`src/rtl/nonce_sweep_ctrl.sv`:
```
// Nonce sweep controller: writes successive nonces into the header block, runs the
// hash core on each, and stops on the first digest word 0 at or below target.
module nonce_sweep_ctrl (
    input  logic        clk,
    input  logic        reset,
    input  logic        start,
    input  logic [31:0] base_nonce,
    input  logic [15:0] nonce_count,
    input  logic [15:0] msg_addr,
    input  logic [15:0] out_addr,
    input  logic [31:0] target,
    output logic        busy,
    output logic        done,
    output logic        found,
    output logic [31:0] found_nonce,
    output logic [15:0] tried,
    output logic        core_start,
    output logic [15:0] core_message_addr,
    output logic [15:0] core_output_addr,
    input  logic        core_done,
    input  logic        core_mem_we,
    input  logic [15:0] core_mem_addr,
    input  logic [31:0] core_mem_write_data,
    output logic        mem_we,
    output logic [15:0] mem_addr,
    output logic [31:0] mem_write_data,
    input  logic [31:0] mem_read_data
);

    typedef enum logic [3:0] {
        IDLE   = 4'd0,
        WNONCE = 4'd1,
        KICK   = 4'd2,
        WLOW   = 4'd3,
        RUN    = 4'd4,
        DRAIN  = 4'd5,
        RDREQ  = 4'd6,
        CMP    = 4'd7,
        FIN    = 4'd8
    } state_t;

    state_t      state_r;
    state_t      state_s;

    logic [31:0] nonce_r;
    logic [15:0] count_r;
    logic [15:0] msg_r;
    logic [15:0] out_r;
    logic [31:0] target_r;
    logic        busy_r;
    logic        done_r;
    logic        found_r;
    logic [31:0] found_nonce_r;
    logic [15:0] tried_r;

    logic        hit_s;
    logic        last_s;
    logic [15:0] tried_inc_s;

    // The digest word read in RDREQ arrives in CMP, so the compare uses the live read data.
    assign hit_s       = (mem_read_data <= target_r);
    assign tried_inc_s = tried_r + 16'd1;
    assign last_s      = (tried_inc_s == count_r);

    // State register
    always_ff @(posedge clk) begin
        if (reset) begin
            state_r <= IDLE;
        end else begin
            state_r <= state_s;
        end
    end

    // Next-state logic
    always_comb begin
        state_s = state_r;
        case (state_r)
            IDLE: begin
                if (start) begin
                    if (nonce_count != 16'd0) begin
                        state_s = WNONCE;
                    end else begin
                        state_s = FIN;
                    end
                end else begin
                    state_s = IDLE;
                end
            end
            WNONCE: state_s = KICK;
            KICK:   state_s = WLOW;
            WLOW: begin
                if (!core_done) begin
                    state_s = RUN;
                end else begin
                    state_s = WLOW;
                end
            end
            RUN: begin
                if (core_done) begin
                    state_s = DRAIN;
                end else begin
                    state_s = RUN;
                end
            end
            DRAIN:  state_s = RDREQ;
            RDREQ:  state_s = CMP;
            CMP: begin
                if (hit_s || last_s) begin
                    state_s = FIN;
                end else begin
                    state_s = WNONCE;
                end
            end
            FIN:     state_s = IDLE;
            default: state_s = IDLE;
        endcase
    end

    // Output decode: core kick and shared-bus ownership
    always_comb begin
        core_start     = 1'b0;
        mem_we         = 1'b0;
        mem_addr       = 16'd0;
        mem_write_data = 32'd0;
        case (state_r)
            WNONCE: begin
                mem_we         = 1'b1;
                mem_addr       = msg_r + 16'd19;
                mem_write_data = nonce_r;
            end
            KICK: begin
                core_start = 1'b1;
            end
            WLOW, RUN, DRAIN: begin
                mem_we         = core_mem_we;
                mem_addr       = core_mem_addr;
                mem_write_data = core_mem_write_data;
            end
            RDREQ: begin
                mem_addr = out_r;
            end
            default: begin
                core_start = 1'b0;
            end
        endcase
    end

    // Sweep datapath: latched parameters, nonce stepping and result registers
    always_ff @(posedge clk) begin
        if (reset) begin
            nonce_r       <= 32'd0;
            count_r       <= 16'd0;
            msg_r         <= 16'd0;
            out_r         <= 16'd0;
            target_r      <= 32'd0;
            busy_r        <= 1'b0;
            done_r        <= 1'b0;
            found_r       <= 1'b0;
            found_nonce_r <= 32'd0;
            tried_r       <= 16'd0;
        end else begin
            done_r <= (state_r == FIN);
            case (state_r)
                IDLE: begin
                    if (start) begin
                        nonce_r  <= base_nonce;
                        count_r  <= nonce_count;
                        msg_r    <= msg_addr;
                        out_r    <= out_addr;
                        target_r <= target;
                        tried_r  <= 16'd0;
                        found_r  <= 1'b0;
                        busy_r   <= (nonce_count != 16'd0);
                    end
                end
                CMP: begin
                    tried_r <= tried_inc_s;
                    if (hit_s) begin
                        found_r       <= 1'b1;
                        found_nonce_r <= nonce_r;
                    end else if (!last_s) begin
                        nonce_r <= nonce_r + 32'd1;
                    end
                end
                FIN: begin
                    busy_r <= 1'b0;
                end
                default: begin
                    busy_r <= busy_r;
                end
            endcase
        end
    end

    assign busy              = busy_r;
    assign done              = done_r;
    assign found             = found_r;
    assign found_nonce       = found_nonce_r;
    assign tried             = tried_r;
    assign core_message_addr = msg_r;
    assign core_output_addr  = out_r;

endmodule

```
`config.mk`:
```
export PLATFORM = sky130hd
export DESIGN_NAME = nonce_sweep_ctrl
export DESIGN_NICKNAME = d
export VERILOG_FILES = /design/src/rtl/nonce_sweep_ctrl.sv
export SDC_FILE = /design/constraint.sdc
export NUM_CORES = 1
export LEC_CHECK = 0
export CAP_MARGIN = 20
export CORE_MARGIN = 2
export CORE_UTILIZATION = 30
export CTS_BUF_LIST = sky130_fd_sc_hd__clkbuf_8
export CTS_CLUSTER_DIAMETER = 200
export DETAILED_ROUTE_END_ITERATION = 10
export DONT_BUFFER_PORTS = 1
export HOLD_SLACK_MARGIN = 0.02
export SLEW_MARGIN = 20
export SYNTH_ARGS = -nofsm -noshare
export SYNTH_HDL_FRONTEND = slang
export SYNTH_SLANG_ARGS = --single-unit
```
`constraint.sdc`:
```
create_clock -name clk -period 3.05 [get_ports clk]
set_input_delay 0.1525 -clock clk [delete_from_list [all_inputs] [get_ports clk]]
set_output_delay 0.1525 -clock clk [all_outputs]
set_load 0.02 [all_outputs]
```
==> flow_results.org <==
** CTS
- Worst-Skew Late Latency :: about 0.47 ns
- After clock tree synthesis, the clock-pin slew on the worst setup and hold paths is 0.09 ns.
- Clock Tree Buf Depth :: 2
- Clock net sink count :: roughly 170
- The clock tree synthesis step divided the H-tree into 4 levels.
- The number of clock buffers added by TritonCTS is 17.
- TritonCTS built the clock tree.
- The cell sitting at the root of the clock tree is a clkbuf_8.

** Timing
- Pins over their slew limit :: 0
- The worst pin sits at a relative slew slack of between 40% and 50%.
- Setup skew after layout :: about 0.019 ns
- Final critical delay including setup and external delays :: 2.88 ns
- Timing would allow up to 0.347 GHz.
- Tcrit/Tclk final :: a little over nine tenths
- For the final routed database, the setup TNS stands at 0 ns.
- Final setup margin :: between 0.15 and 0.2 ns
- Count of endpoints failing setup in the final report :: 0
- Worst Max-Slew Pin Slew :: between 0.8 and 0.9 ns
- The final-report hold violation count is 0.

** Yosys
- Mapped cell area :: 9060 sq um
- Of all flip-flops after synthesis, the portion carrying an async set or reset was 0%.
- Flip-flop and latch count after synthesis :: 167
- The synthesized netlist contains around 70 unique library cells.
- Number of synthesized flops with an enable pin :: 0
- A synthesized cell averages approximately 7.8 sq um.
- Synth warn :: 0
- The synthesized design spends more area on one cell type than any other, namely dfxtp_1.
- Post-Syn Nets :: 1400
- Sequential cells were found to cover 36.9% of the synthesized design area.
- Cells after synthesis :: roughly 1200
- In the post-synthesis netlist, the biggest area contributors are dfxtp_1, nand2_1, a21oi_1, ha_1, mux2i_1.
- Most common flop cell mapped by yosys :: dfxtp_1
- Share of Yosys cell area claimed by the top area cell type :: a little under two fifths

** Setup path
- Top fanout value on the critical path :: 23
- Startpoint Class :: register
- Endpoint kind of the worst setup timing path :: register
- Flop-to-flop setup slack :: between 0.15 and 0.2 ns
- Reg2reg start :: tried[0]
- The worst register-to-register path ends at nonce_r[12].
- Data on the critical path is required at its endpoint by around 3.4 ns.
- Setup Crit Path Kind :: register to register
- Depth of the most critical reg-to-reg path :: 11
- Data on the critical path arrives at its endpoint at ~3.2 ns.

** Global route
- Vias in the first global route :: ~8600
- Global-route wire length before repair :: between 40000 and 50000 um
- Global routing consumed, over all layers together, a little under a fifth of the routing resources.
- The number of antenna violations at the first check in global routing is 0.
- Pin count of the biggest net entering global routing :: roughly 160
- The total overflow left after global routing is 0.

** Drt
- Routed WL per cell :: ~19 um
- Dividing the detail-routed via count by the number of cells gives 5.27.
- Starting DRC count in detailed routing :: between 500 and 600
- The detail route stage leaves a number of antenna-violating nets equal to 0.
- Number of vias after detailed routing :: 8936
- Initial DRT Pass Iterations :: 7
- For this block, the routed nets add up to 31500 um of wire.
- Count of unresolved DRC violations after routing :: 0

** Cells and area
- Excluding fillers, the count of instances in the completed layout stands at between 1500 and 2000.
- The post-route netlist has a little over a tenth of its cells at a drive strength greater than 1.
- Non-Filler Cell Area, Final :: approximately 12000 sq um
- Number of antenna repair diodes :: 0
- Area growth from synthesis to final layout :: 27.3%
- Nets :: 1525
- Number of inserted filler cells in the final layout :: about 3000

** Pwr
- The worst-case IR drop observed on VDD is approximately 0.24 mV.
- Power spread over the standard cell area amounts to 450 nW/um^2.
- Summed over all cells, the static leakage comes to between 4 and 5 nW.

** Flow run
- Across the run, the number of max-cap violations was 0.

** Floorplanning
- Area of the die :: 31600 sq um
- Once the floorplan was initialized, standard cells occupied between 30% and 40% of the core.
- The floorplan has 63 rows.
- CORE AREA :: 29700 sq um
- Measured along the x axis, the die boundary spans roughly 180 um.
- I/O pin count :: 330
- In this run the vertical extent of the chip is 178 um.

** Place
- Input and output buffers added on the ports amount to 0.
- Detailed placement finished with a half-perimeter wire length of approximately 22000 um.
- Area of placed instances :: approximately 9800 sq um
- At the placement stage, the worst setup path has a slack of approximately 0.045 ns.
- After detailed placement, the design holds a cell count of approximately 1500.
- Final RePlAce weighted congestion :: 0.892

** Hold path
- The worst hold path terminates at nonce_r[21].
- The worst hold path begins at base_nonce[21].
- Number of instances on the worst hold path :: 3
- The tightest min-delay check is of the input port to register type.

** Run status
- Run status :: complete, no violations
[synthesized netlist by cell type (19+ instances only)]
library cell	n
o21ai_0	41
xnor2_1	19
nand2_1	230
ha_1	35
nor2_1	88
inv_1	47
nor3_1	21
a21oi_1	150
nand3_1	22
clkbuf_1	64
mux2i_1	36
a22o_1	25
dfxtp_1	167
[routing by layer]
layer  track usage, %  vias up  share of wire [%]
li1                 -     4369                  -
met1             23.6     4210                 42
met2             32.1      314                 49
met3             4.97       43                6.6
met4             6.42        0                2.2
met5                0        -                  0
[critical path, stage by stage (launching register included)]
cell and delay, ns:
dfxtp_1 0.35, ha_2 0.21, nand3_4 0.12, or3_4 0.41, a2111oi_4 0.36, o2111a_1 0.29, o2111ai_4 0.18, a31oi_4 0.23
buf_12 0.16, buf_12 0.16, a21oi_1 0.05, o221a_1 0.25
[kinds of logic (layout without fill, tap and decap cells)]
group / Yosys count / count (layout) / share of synthesized area (%)
AOI/OAI and AO/OA: 312 / 312 / 22.4
DFF: 167 / 167 / 36.9
adders and majority gates: 35 / 35 / 4.83
buffers and inverters: 129 / 267 / 5.84
xor gates and xnor gates: 35 / 35 / 3.38
muxes: 37 / 37 / 4.10
and+or+nand+nor: 453 / 453 / 22.6
[worst max-delay path by stage]
| stage | from | end |
|---|---|---|
| global route | tried[5] | nonce_r[0] |
| detailed placement | tried[1] | nonce_r[17] |
| global placement | tried[0] | nonce_r[22] |
| finish | tried[0] | nonce_r[12] |
| floorplan | tried[0] | nonce_r[12] |
| CTS | tried[0] | nonce_r[17] |
[cell usage in the layout, fill, tap and decap left out, drive strengths merged, types with 13 or more instances in the layout]
| cell | Yosys | final |
|---|---|---|
| xnor2 | 19 | 19 |
| o211ai | 13 | 13 |
| nor2 | 88 | 88 |
| a22o | 25 | 25 |
| inv | 47 | 50 |
| a22oi | 17 | 17 |
| clkbuf | 64 | 21 |
| xor2 | 16 | 16 |
| mux2i | 36 | 36 |
| o21ai | 42 | 42 |
| dfxtp | 167 | 167 |
| buf | 17 | 72 |
| nand2 | 230 | 230 |
| nand3 | 24 | 24 |
| nor4 | 18 | 18 |
| nand4 | 15 | 15 |
| a21oi | 150 | 150 |
| nor3 | 21 | 21 |
| dlygate4sd3 | 0 | 113 |
| ha | 35 | 35 |
[timing repair]
item | CTS | global route
resized for setup | 0 | 11
endpoints found under the hold margin | 166 | 6
hold buffers | 113 | 1
setup buffers | 0 | 2
setup endpoints to repair | 0 | 31
[where the power goes]
group | switching (mW) | internal, mW | total (mW)
Clock | 0.884 | 0.766 | 1.65
Sequential | 0.184 | 2.31 | 2.49
Combinational | 0.607 | 0.447 | 1.05
[flip-flops by register name, summed over array words and instances (netlist names)]
register / flops
core_output_addr: 16
tried: 16
found_nonce: 32
core_message_addr: 16
busy: 1
state_r: 4
count_r: 16
nonce_r: 32
found: 1
done: 1
target_r: 32
[cell type report]
| cell class | instances | area, sq um | area share, % |
|---|---|---|---|
| clock buffers | 19 | 262 | 2.27 |
| clock inverters | 13 | 134 | 1.16 |
| inverters | 48 | 180 | 1.56 |
| multi-input cells | 872 | 5300 | 45.9 |
| flip-flops and latches | 167 | 3340 | 29.0 |
| well taps | 390 | 488 | 4.23 |
| repair buffers | 187 | 1830 | 15.9 |
[metrics by stage]
step / total power, mW / utilization (%) / hold slack (ns)
after global routing: 5.46 / 38.8 / 0.141
final: 5.20 / 38.8 / 0.112
after floorplan: 3.15 / - / 0.288
after detailed placement: 3.38 / 33.1 / 0.233
after CTS: 5.21 / 38.3 / 0.0714
after global placement: 3.36 / 33.1 / 0.232
No activity file was read; power rests on OpenSTA's default activity.
